===== src/rtl/mem_access_unit.sv =====
// mem_access_unit
// Load/store initiator sitting between the pipeline and a word-wide data
// memory with asynchronous read and synchronous write. Sub-word stores are
// done as read-modify-write of the containing word, and loads return
// sign- or zero-extended data with a single-cycle response pulse.

module mem_access_unit #(
    parameter int ADDR_W = 10
) (
    input  logic              clk,
    input  logic              rst,
    input  logic              req_valid,
    output logic              req_ready,
    input  logic [2:0]        req_op,
    input  logic [31:0]       req_addr,
    input  logic [31:0]       req_wdata,
    output logic              resp_valid,
    output logic [31:0]       resp_rdata,
    output logic              resp_err,
    output logic [ADDR_W-1:0] mem_addr,
    output logic [31:0]       mem_wdata,
    output logic              mem_write,
    output logic              mem_read,
    input  logic [31:0]       mem_rdata
);

    localparam logic [1:0] IDLE  = 2'd0;
    localparam logic [1:0] READ  = 2'd1;
    localparam logic [1:0] WRITE = 2'd2;
    localparam logic [1:0] RESP  = 2'd3;

    localparam logic [2:0] OP_LB  = 3'd0;
    localparam logic [2:0] OP_LH  = 3'd1;
    localparam logic [2:0] OP_LW  = 3'd2;
    localparam logic [2:0] OP_LBU = 3'd3;
    localparam logic [2:0] OP_LHU = 3'd4;
    localparam logic [2:0] OP_SB  = 3'd5;
    localparam logic [2:0] OP_SH  = 3'd6;
    localparam logic [2:0] OP_SW  = 3'd7;

    logic [1:0]        state_q, state_d;
    logic [2:0]        op_q, op_d;
    logic [1:0]        lane_q, lane_d;
    logic [15:0]       wdata_q, wdata_d;
    logic [ADDR_W-1:0] addr_q, addr_d;
    logic [31:0]       memWdata_q, memWdata_d;
    logic [31:0]       rdata_q, rdata_d;
    logic              err_q, err_d;
    logic              reqMisaligned;

    // Byte address bits above the word index wrap silently by design.
    logic unusedAddrBits;
    assign unusedAddrBits = &{1'b0, req_addr[31:ADDR_W+2]};

    // Halfword ops need an even address, word ops need a word-aligned one.
    function automatic logic isMisaligned(input logic [2:0] op, input logic [1:0] lane);
        case (op)
            OP_LH, OP_LHU, OP_SH: isMisaligned = lane[0];
            OP_LW, OP_SW:         isMisaligned = |lane;
            default:              isMisaligned = 1'b0;
        endcase
    endfunction

    // Pick the addressed little-endian lane out of the word and extend it.
    function automatic logic [31:0] extendLoad(input logic [2:0] op, input logic [1:0] lane,
                                               input logic [31:0] word);
        logic [7:0]  byteVal;
        logic [15:0] halfVal;
        case (lane)
            2'd0:    byteVal = word[7:0];
            2'd1:    byteVal = word[15:8];
            2'd2:    byteVal = word[23:16];
            default: byteVal = word[31:24];
        endcase
        halfVal = lane[1] ? word[31:16] : word[15:0];
        case (op)
            OP_LB:   extendLoad = {{24{byteVal[7]}}, byteVal};
            OP_LH:   extendLoad = {{16{halfVal[15]}}, halfVal};
            OP_LW:   extendLoad = word;
            OP_LBU:  extendLoad = {24'd0, byteVal};
            OP_LHU:  extendLoad = {16'd0, halfVal};
            default: extendLoad = 32'd0;
        endcase
    endfunction

    // Replace the target byte or halfword lane of the old word with store data.
    function automatic logic [31:0] mergeStore(input logic [2:0] op, input logic [1:0] lane,
                                               input logic [31:0] word, input logic [15:0] wdata);
        mergeStore = word;
        if (op == OP_SB) begin
            case (lane)
                2'd0:    mergeStore[7:0]   = wdata[7:0];
                2'd1:    mergeStore[15:8]  = wdata[7:0];
                2'd2:    mergeStore[23:16] = wdata[7:0];
                default: mergeStore[31:24] = wdata[7:0];
            endcase
        end else if (lane[1]) begin
            mergeStore[31:16] = wdata;
        end else begin
            mergeStore[15:0] = wdata;
        end
    endfunction

    assign reqMisaligned = isMisaligned(req_op, req_addr[1:0]);

    // Next-state logic: accept in IDLE, access memory, then pulse the response.
    always_comb begin
        state_d    = state_q;
        op_d       = op_q;
        lane_d     = lane_q;
        wdata_d    = wdata_q;
        addr_d     = addr_q;
        memWdata_d = memWdata_q;
        rdata_d    = rdata_q;
        err_d      = err_q;
        case (state_q)
            IDLE: begin
                if (req_valid) begin
                    op_d    = req_op;
                    lane_d  = req_addr[1:0];
                    wdata_d = req_wdata[15:0];
                    if (reqMisaligned) begin
                        rdata_d = 32'd0;
                        err_d   = 1'b1;
                        state_d = RESP;
                    end else begin
                        addr_d = req_addr[ADDR_W+1:2];
                        if (req_op == OP_SW) begin
                            memWdata_d = req_wdata;
                            state_d    = WRITE;
                        end else begin
                            state_d = READ;
                        end
                    end
                end
            end
            READ: begin
                if (op_q == OP_SB || op_q == OP_SH) begin
                    memWdata_d = mergeStore(op_q, lane_q, mem_rdata, wdata_q);
                    state_d    = WRITE;
                end else begin
                    rdata_d = extendLoad(op_q, lane_q, mem_rdata);
                    err_d   = 1'b0;
                    state_d = RESP;
                end
            end
            WRITE: begin
                rdata_d = 32'd0;
                err_d   = 1'b0;
                state_d = RESP;
            end
            default: state_d = IDLE;
        endcase
    end

    // State registers; a synchronous reset abandons any transaction silently.
    always_ff @(posedge clk) begin
        if (rst) begin
            state_q    <= IDLE;
            op_q       <= 3'd0;
            lane_q     <= 2'd0;
            wdata_q    <= 16'd0;
            addr_q     <= '0;
            memWdata_q <= 32'd0;
            rdata_q    <= 32'd0;
            err_q      <= 1'b0;
        end else begin
            state_q    <= state_d;
            op_q       <= op_d;
            lane_q     <= lane_d;
            wdata_q    <= wdata_d;
            addr_q     <= addr_d;
            memWdata_q <= memWdata_d;
            rdata_q    <= rdata_d;
            err_q      <= err_d;
        end
    end

    assign req_ready  = (state_q == IDLE);
    assign resp_valid = (state_q == RESP);
    assign mem_read   = (state_q == READ);
    assign mem_write  = (state_q == WRITE);
    assign mem_addr   = addr_q;
    assign mem_wdata  = memWdata_q;
    assign resp_rdata = rdata_q;
    assign resp_err   = err_q;

endmodule


===== config.mk =====
export PLATFORM = sky130hd
export DESIGN_NAME = mem_access_unit
export DESIGN_NICKNAME = d
export VERILOG_FILES = /design/src/rtl/mem_access_unit.sv
export SDC_FILE = /design/constraint.sdc
export NUM_CORES = 1
export LEC_CHECK = 0
export ABC_CLOCK_PERIOD_IN_PS = 3800
export BUFFER_PORTS_ARGS = -buffer_cell sky130_fd_sc_hd__buf_4
export CORE_MARGIN = 2
export CORE_UTILIZATION = 54
export CTS_CLUSTER_DIAMETER = 40
export DETAILED_ROUTE_END_ITERATION = 10
export GPL_TIMING_DRIVEN = 0
export PLACE_DENSITY = 0.91
export SYNTH_ARGS = -nofsm -noshare
export SYNTH_HDL_FRONTEND = slang
export SYNTH_SLANG_ARGS = --single-unit

===== constraint.sdc =====
create_clock -name clk -period 3.8 [get_ports clk]
set_input_delay 0.57 -clock clk [delete_from_list [all_inputs] [get_ports clk]]
set_output_delay 0.57 -clock clk [all_outputs]
set_load 0.02 [all_outputs]

## Word level (Yosys, flattened, before mapping)

Index checks and enable logic that the tools add are counted.

| operators by class | value |
|---|---|
| equality and inequality tests | 22 |
| mux-type cells | 29 |
| bitwise gates (word level) | 1 |
| reductions and logical operators | 14 |

Operator list:

| cell | count |
|---|---|
| 32-bit two-way mux | 8 |
| 32-bit case mux with 5 select lines | 1 |
| 32-bit case mux with 3 select lines | 1 |
| 32-bit case mux with 2 select lines | 1 |
| 16-bit two-way mux | 3 |
| 8-bit two-way mux | 4 |
| 8-bit case mux with 3 select lines | 1 |
| 3-bit equality test, second input constant | 6 |
| 3-bit by 2-bit equality test with 1-bit output, second input constant | 3 |
| 2-bit equality test, second input constant | 3 |
| 3-bit by 1-bit equality test with 1-bit output, second input constant | 2 |
| 2-bit two-way mux | 3 |
| 2-bit by 1-bit != test with 1-bit output, second input constant | 3 |
| 2-bit != test, second input constant | 3 |
| 2-bit case mux with 3 select lines | 1 |
| 3-bit OR reduction | 2 |
| 5-bit AND reduction | 1 |
| 2-bit by 1-bit equality test with 1-bit output, second input constant | 2 |
| 2-bit zero test | 2 |
| 1-bit two-way mux | 4 |
| 4-bit AND reduction | 1 |
| 2-bit OR reduction | 2 |
| 3-bit zero test | 1 |
| 1-bit case mux with 3 select lines | 1 |
| other kinds (7) | 7 |

| storage, ports and cells | value |
|---|---|
| bits in registers | 98 |
| input bits | 102 |
| output and inout port bits | 79 |
| word-level logic and storage cells | 74 |

## Depth between registers and ports, before layout

Gate-level depths: netlist of the first run.

| depth | value |
|---|---|
| depth in word-level cells | 6 |
| mapped depth | 8 |
| mapped depth without buffers | 7 |

## Worst setup path before layout of the first run

OpenSTA, ideal clock, no wires.

| timing | value |
|---|---|
| kind | input to register |
| from | input req_op[2] |
| to | register rdata_q[10] (netlist: resp_rdata[10]) |
| library setup time | 72 ps |
| arrival time | 1994 ps |
| data required time | 3728 ps |
| path slack | 1734 ps |
| cell stages on the path | 8 |
| path buffers | 3 |
| cell sequence | buf_6 mux2i_1 a21oi_2 a31oi_2 or4b_1 buf_2 buf_6 o2bb2ai_1 |

| between the ends | value |
|---|---|
| cells in the longest elaborated chain, start to end | 5 |
| elaborated cells between the ends (all ways) | 10 |
| classes of those cells | eq/ne: 6; mux: 1; reduce/logical: 3 |

Ends and longest elaborated chain:

| what | line | RTL |
|---|---|---|
| start, declared | 14 | `input logic [2:0] req_op,` |
| 3-bit by 1-bit equality test with 1-bit output (tied with other cells) | 57 | `case (op)` |
| 3-bit OR reduction / 2-bit OR reduction (equally long branches) | 57 |  |
| 1-bit case mux with 2 select lines * | 57 |  |
| 2-bit by 1-bit != test with 1-bit output (no source line) * | n/a |  |
| 4-bit AND reduction (no source line) * | n/a |  |
| end signal, assigned | 174 | `rdata_q <= rdata_d;` |
| end, declared | 47 | `logic [31:0] rdata_q, rdata_d;` |

Mark *: on every way between the ends. The rest lies on a longest branch, timed or not.
A chain may end at the register's enable or synchronous reset.

## Worst setup path after layout of the first run

| timing | value |
|---|---|
| from | register state_q[0] |
| to | register memWdata_q[19] (netlist: mem_wdata[19]) |

| between the ends | value |
|---|---|
| cells in the longest elaborated chain, start to end | 3 |
| elaborated cells between the ends (all ways) | 9 |
| classes of those cells | eq/ne: 5; mux: 1; reduce/logical: 3 |

Ends and longest elaborated chain:

| what | line | RTL |
|---|---|---|
| start, declared | 41 | `logic [1:0] state_q, state_d;` |
| start signal, assigned | 168 | `state_q <= state_d;` |
| 2-bit by 1-bit equality test with 1-bit output / 2-bit zero test (equally long branches) | 116 | `case (state_q)` |
| 2-bit by 1-bit != test with 1-bit output (no source line) (tied with other cells) | n/a |  |
| 5-bit AND reduction (no source line) | n/a |  |
| end signal, assigned | 173 | `memWdata_q <= memWdata_d;` |
| end, declared | 46 | `logic [31:0] memWdata_q, memWdata_d;` |

Parallel ways exist; a longest one is shown, timed or not.

==> results of run 1 <==
state kept, by name, indices dropped and copies added, names as in the netlist:
name and count:
lane_q 2, op_q 3, mem_wdata 32, wdata_q 16, state_q 2, mem_addr 10
resp_err 1, resp_rdata 32
path summary, 6_finish.rpt:
check                                  start       endpoint  slack (ns)
worst min register to register   wdata_q[15]    wdata_q[15]        0.47
worst max-delay path              state_q[0]  mem_wdata[19]        1.48
worst max register to register    state_q[0]  mem_wdata[19]        1.48
worst min-delay path            req_addr[11]    mem_addr[9]        0.43
power groups by stage:
stage | combinational (mW) | sequential [mW] | clock, mW
after floorplan | 1.06 | 1.61 | 0
after global placement | 1.94 | 1.41 | 0
after detailed placement | 1.99 | 1.42 | 0
after CTS | 2.00 | 1.40 | 0.658
after global routing | 2.16 | 1.43 | 0.706
final | 2.03 | 1.40 | 0.660
logic make-up after synthesis:
| kind of cell | count (synthesis) | share of synthesized area [%] |
|---|---|---|
| AOI/OAI and AO/OA | 193 | 30.00 |
| xor gates and xnor gates | 3 | 0.5362 |
| adders and majority gates | 4 | 1.021 |
| buffers and inverters | 58 | 5.259 |
| DFF | 98 | 40.03 |
| muxes | 29 | 6.331 |
| and+or+nand+nor | 179 | 16.82 |
Yosys cell counts (2+ instances only):
cell,count
o211ai_1,17
o2bb2ai_1,28
nor4_1,2
and3_1,9
a22o_1,2
or2_2,17
mux2i_1,13
nor3_1,4
dfxtp_1,98
buf_6,3
a21o_1,17
o21ai_1,4
o2bb2ai_2,2
nand2_1,96
nand3_1,16
nand4_1,3
ha_1,4
nor2b_1,2
buf_1,2
inv_1,9
nor2_1,18
and2_0,2
a32o_1,33
clkbuf_1,32
a222oi_1,7
mux2_2,16
nand2b_1,2
xor2_1,2
o21ai_0,6
a21oi_1,52
a21oi_2,3
a211oi_1,3
buf_2,10
a31oi_1,3
a221oi_1,9
per-stage QoR:
step,cells,setup slack (ns)
global placement,830,1.409
CTS,846,1.542
floorplan,564,1.734
detailed placement,830,1.366
global route,846,1.355
finish,846,1.479
worst max-delay path, cell delays in order (launching register included):
cell and delay (ns):
dfxtp_1 0.41, inv_1 0.09, ha_1 0.26, and2_0 0.20, nand4_1 0.16, a21oi_1 0.09
nor2_1 0.34, clkbuf_1 0.51, a32o_1 0.20
layout make-up:
class / instances / area (sq um)
Sequential cell: 98 / 1962
Fill cell: 683 / 2352
Multi-Input combinational cell: 408 / 2681
Clock inverter: 5 / 37.54
Buffer: 49 / 224.0
Timing Repair Buffer: 158 / 1186
Tap cell: 108 / 135.1
Inverter: 9 / 33.78
Clock buffer: 11 / 151.4
placed cells by master (no fill, tap or decap), drive strengths merged, types with 2 or more instances in the layout:
cell type  count
a21oi         55
clkinvlp       2
o21ai         10
a22o           2
a21o          17
nand3         16
a32o          33
a221oi         9
mux2i         13
nor3           4
nor4           2
and3           9
o211ai        17
buf          174
clkinv         2
nor2          18
ha             4
a211oi         4
and2           2
o2bb2ai       30
mux2          16
inv           10
xor2           2
nand2b         2
nor2b          2
nand4          3
a222oi         7
dfxtp         98
nand2         96
clkbuf        44
or2           17
a31oi          4
metal layers:
layer  global-route usage (%)  up-vias  wire, microns
met4                    10.12        0            472
met5                        0        -              0
li1                         -     2434              -
met1                    43.35     2504           6830
met3                    7.027       57           1500
met2                    53.01      315           7728
==> impl_metrics.env, run 1 <==
export IMPL_ys_flop_type="dfxtp_1"
export IMPL_p_comb_share_pct=49.5
export IMPL_finalHoldViolations=0
export IMPL_slew_viol_final=0
export IMPL_die_x_microns=99.27
export IMPL_rsz0062_at_grt="no"
export IMPL_p_clk_share_pct=16.1
export IMPL_drc=0
export IMPL_ys_warnings_count=0
export IMPL_clock_sinks=98
export IMPL_synth_edff_count=0
export IMPL_ctsHoldBuffers=0
export IMPL_grt_max_degree=17
export IMPL_synthesis_area_sq_um=4901
export IMPL_syn_nets=670
export IMPL_synth_top_area_cell="dfxtp_1"
export IMPL_antenna_cells=0
export IMPL_synth_top_area_share_pct=40.03
export IMPL_switching_share_pct=42.72
export IMPL_max_slew_margin_rel_pct=35.40
export IMPL_hpwl_mm=12.82
export IMPL_cts_setup_buffers=0
export IMPL_grt_pass1_wl_mm=25.55
export IMPL_num_io_pins=181
export IMPL_synth_area_top_cells="dfxtp_1, nand2_1, a32o_1"
export IMPL_finalSetupViolCount=0
export IMPL_synth_seq_cells=98
export IMPL_place_area_sq_um=6222
export IMPL_status="finished clean"
export IMPL_globalplace_congestion=0.9353
export IMPL_first_global_vias=4919
export IMPL_wl_per_cell_microns=19.54
export IMPL_cts_made_buffers=9
export IMPL_yosysSeqAreaShare_pct=40.03
export IMPL_dr_total_vias=5310
export IMPL_start_util_pct=55.93
export IMPL_cts_resized=0
export IMPL_grt_antenna_before_repair=0
export IMPL_syn_to_final_growth_pct=30.81
export IMPL_max_vdd_ir_drop_v=0.0003339
export IMPL_drive_gt1_share_pct=31.17
export IMPL_synthCells=564
export IMPL_min_path_cells=3
export IMPL_grt_overflow_total=0
export IMPL_core_area_sq_um=8763
export IMPL_cp_start_kind="flip-flop"
export IMPL_fin_area_sq_um=6411
export IMPL_fmax_mhz=430.9
export IMPL_syn_avg_cell_area_sq_um=8.690
export IMPL_cp_data_arrival_time_ns=2.64
export IMPL_p_sw_mw=1.747
export IMPL_power_density_nw_per_um2=637.9
export IMPL_end_kind="flip-flop"
export IMPL_cap_violations=0
export IMPL_power_internal_mw=2.342
export IMPL_clockRootBuffer="clkbuf_8"
export IMPL_htreeDepth=3
export IMPL_nets=839
export IMPL_path_clk_slew_ns=0.10
export IMPL_finish_utilization_pct=73.16
export IMPL_grt_use_total_pct=32.54
export IMPL_drt_iter0_markers=531
export IMPL_clockBufferDepth=2
export IMPL_std_cell_rows=34
export IMPL_dr_pass1_iters=6
export IMPL_ant_nets=0
export IMPL_fin_crit_sh_pct=61.08
export IMPL_avgViaCountPerCell=6.277
export IMPL_crit_type="flip-flop to flip-flop"
export IMPL_reg2regPathDepth=8
export IMPL_clkLatencyLatePin_ns=0.37
export IMPL_finClkSkew_ns=0.01262
export IMPL_hold_class="primary input to flip-flop"
export IMPL_min_period_ns=2.321
export IMPL_cts_tree="done"
export IMPL_fin_tns_setup_ns=0
export IMPL_worstPathMaxFanout=10
export IMPL_holdWs_ns=0.4304
export IMPL_die_h_microns=99.27
export IMPL_synth_distinct_cells=53
export IMPL_synthArstFlopShare_pct=0
export IMPL_finalPower_mw=4.090
export IMPL_wirelength_mm=16.53
export IMPL_worst_pin_slew_ns=0.9601
export IMPL_crit_required_ns=4.11
export IMPL_seqPwrFrac_pct=34.3
export IMPL_die_area_sq_um=9854
export IMPL_io_buffers=158
export IMPL_p_leak_nw=2.731
No activity file was read; power rests on OpenSTA's default activity.
==> run 2, diff against run 1 <==
==> config.mk (replaced) <==
export PLATFORM = sky130hd
export DESIGN_NAME = mem_access_unit
export DESIGN_NICKNAME = d
export VERILOG_FILES = /design/src/rtl/mem_access_unit.sv
export SDC_FILE = /design/constraint.sdc
export NUM_CORES = 1
export LEC_CHECK = 0
export ABC_CLOCK_PERIOD_IN_PS = 2300
export BUFFER_PORTS_ARGS = -buffer_cell sky130_fd_sc_hd__buf_4
export CORE_MARGIN = 2
export CORE_UTILIZATION = 50
export CTS_CLUSTER_DIAMETER = 40
export DETAILED_ROUTE_END_ITERATION = 10
export GPL_TIMING_DRIVEN = 0
export PLACE_DENSITY = 0.86
export SYNTH_ARGS = -nofsm -noshare
export SYNTH_HDL_FRONTEND = slang
export SYNTH_SLANG_ARGS = --single-unit
==> constraint.sdc (replaced) <==
create_clock -name clk -period 2.3 [get_ports clk]
set_input_delay 0.345 -clock clk [delete_from_list [all_inputs] [get_ports clk]]
set_output_delay 0.345 -clock clk [all_outputs]
set_load 0.02 [all_outputs]
==> impl_metrics.env, run 2 (synthesis results as in run 1) <==
export IMPL_status="finished clean"
export IMPL_end_kind="flip-flop"
export IMPL_grt_overflow_total=0
export IMPL_finalHoldViolations=0
export IMPL_cp_data_arrival_time_ns=2.42
export IMPL_r2r_end="mem_wdata[29]"
export IMPL_clockBufferDepth=2
export IMPL_fin_area_sq_um=6475
export IMPL_die_area_sq_um=10610
export IMPL_final_common_cell="buf_4"
export IMPL_wirelength_mm=16.23
export IMPL_drc=0
export IMPL_first_global_vias=4763
export IMPL_max_vdd_ir_drop_v=0.0005283
export IMPL_hold_start="req_addr[7]"
export IMPL_grt_max_degree=16
export IMPL_worst_pin_slew_ns=0.8654
export IMPL_place_area_sq_um=6254
export IMPL_rsz0062_at_grt="no"
export IMPL_cts_tree="done"
export IMPL_reg2regPathDepth=6
export IMPL_std_cell_rows=36
export IMPL_dr_pass1_iters=5
export IMPL_critPathTopFamily="buffers and inverters"
export IMPL_cp_slowest_stage_delay_ns=0.41
export IMPL_power_density_nw_per_um2=1047
export IMPL_cp_start_kind="flip-flop"
export IMPL_r2r_start="state_q[1]"
export IMPL_ant_nets=0
export IMPL_nets=839
export IMPL_rrSetupSlack_ns=0.15
export IMPL_htreeDepth=3
export IMPL_dr_total_vias=5217
export IMPL_nFillCells=774
export IMPL_path_common_cell="clkbuf_1"
export IMPL_hpwl_mm=12.69
export IMPL_worst_path_buf_inv=3
export IMPL_whs_endpoint="mem_addr[5]"
export IMPL_grt_use_total_pct=30.05
export IMPL_min_path_cells=3
export IMPL_cp_depth=6
export IMPL_core_area_sq_um=9639
export IMPL_grt_antenna_before_repair=0
export IMPL_fmax_mhz=464.4
export IMPL_cp_slowest_cell="clkbuf_1"
export IMPL_cap_violations=0
export IMPL_holdWs_ns=0.2105
export IMPL_grt_pass1_wl_mm=24.58
export IMPL_fin_crit_sh_pct=93.62
export IMPL_syn_to_final_growth_pct=32.12
export IMPL_globalplace_congestion=0.9452
export IMPL_crit_chain="inv_1 -> ha_1 -> clkbuf_1 -> clkbuf_1 -> o211ai_1 -> a32o_1"
export IMPL_min_period_ns=2.153
export IMPL_crit_required_ns=2.56
export IMPL_path_clk_slew_ns=0.09
export IMPL_max_slew_margin_rel_pct=42.31
export IMPL_worstPathMaxFanout=10
export IMPL_start_util_pct=50.84
export IMPL_drive_gt1_share_pct=32.70
export IMPL_clock_sinks=98
export IMPL_finClkSkew_ns=0.008013
export IMPL_clkLatencyLatePin_ns=0.37
export IMPL_clockRootBuffer="clkbuf_8"
export IMPL_antenna_cells=0
export IMPL_avgViaCountPerCell=5.997
export IMPL_slew_viol_final=0
export IMPL_die_x_microns=103.0
export IMPL_cts_made_buffers=9
export IMPL_die_h_microns=103.0
export IMPL_finalSetupViolCount=0
export IMPL_crit_type="flip-flop to flip-flop"
export IMPL_wl_per_cell_microns=18.66
export IMPL_final_cell_mix="buf_4, dfxtp_1, nand2_1"
export IMPL_drt_iter0_markers=400
export IMPL_p_leak_nw=2.766
export IMPL_num_io_pins=181
export IMPL_hold_class="primary input to flip-flop"
export IMPL_io_buffers=158
==> run 2: cell count changes in the layout (fill, tap and decap cells not counted), sizes merged <==
cell      before  now
bufinv         0    1
clkbuf        44   43
clkinv         2    3
clkinvlp       2    1
inv           10    9
==> run 2: where the power goes <==
group | leakage, nW | switching, mW | internal (mW)
Clock | 0.0921 | 0.581 | 0.496
Combinational | 1.88 | 2.02 | 1.36
Sequential | 0.799 | 0.246 | 2.08
==> run 2: per-stage QoR <==
stage	utilization [%]	cells	power (mW)	setup TNS [ns]	worst slack, ns
after floorplan	-	564	4.423	0	0.3973
after global placement	64.88	855	5.548	0	0.07770
after detailed placement	64.88	855	5.655	-0.01083	-0.01083
after CTS	66.81	870	6.728	0	0.008093
after global routing	67.17	870	7.163	0	0.003473
final	67.17	870	6.782	0	0.1468
==> run 2: layer usage <==
metal	global-route usage, %	up-vias	share of wire (%)
li1	-	2433	-
met1	41.30	2465	42
met2	47.85	285	47
met3	4.339	34	8.4
met4	11.54	0	2.4
met5	0	-	0
==> run 2: worst max-delay path by stage <==
stage	from	to	slack (ns)
floorplan	state_q[0]	mem_addr[0]	0.40
global placement	state_q[0]	mem_wdata[9]	0.08
detailed placement	state_q[0]	mem_addr[4]	-0.01
CTS	state_q[0]	mem_wdata[11]	0.008
global route	state_q[1]	mem_wdata[29]	0.003
finish	state_q[1]	mem_wdata[29]	0.15
==> run 2: cell type report <==
| type | count | area, sq um | share of cell area (%) |
|---|---|---|---|
| clock inverters | 5 | 56.30 | 0.8696 |
| clock buffers | 10 | 127.6 | 1.971 |
| repair buffers | 158 | 1186 | 18.32 |
| flip-flops and latches | 98 | 1963 | 30.32 |
| inverters | 9 | 33.78 | 0.5217 |
| multi-input cells | 408 | 2705 | 41.78 |
| plain buffers | 49 | 236.5 | 3.652 |
| well taps | 133 | 166.4 | 2.570 |
==> run 2: repair_timing <==
item | in CTS | in global routing
pin swaps | 0 | 0
gates resized for setup | 2 | 21
setup buffers | 0 | 0
endpoints found under the setup margin | 3 | 46
hold buffers | 0 | 0
==> run 2: worst register-to-register path: stages (launching register included) <==
cell,delay [ns]
dfxtp_1,0.34
inv_1,0.10
ha_1,0.29
clkbuf_1,0.39
clkbuf_1,0.41
o211ai_1,0.23
a32o_1,0.30
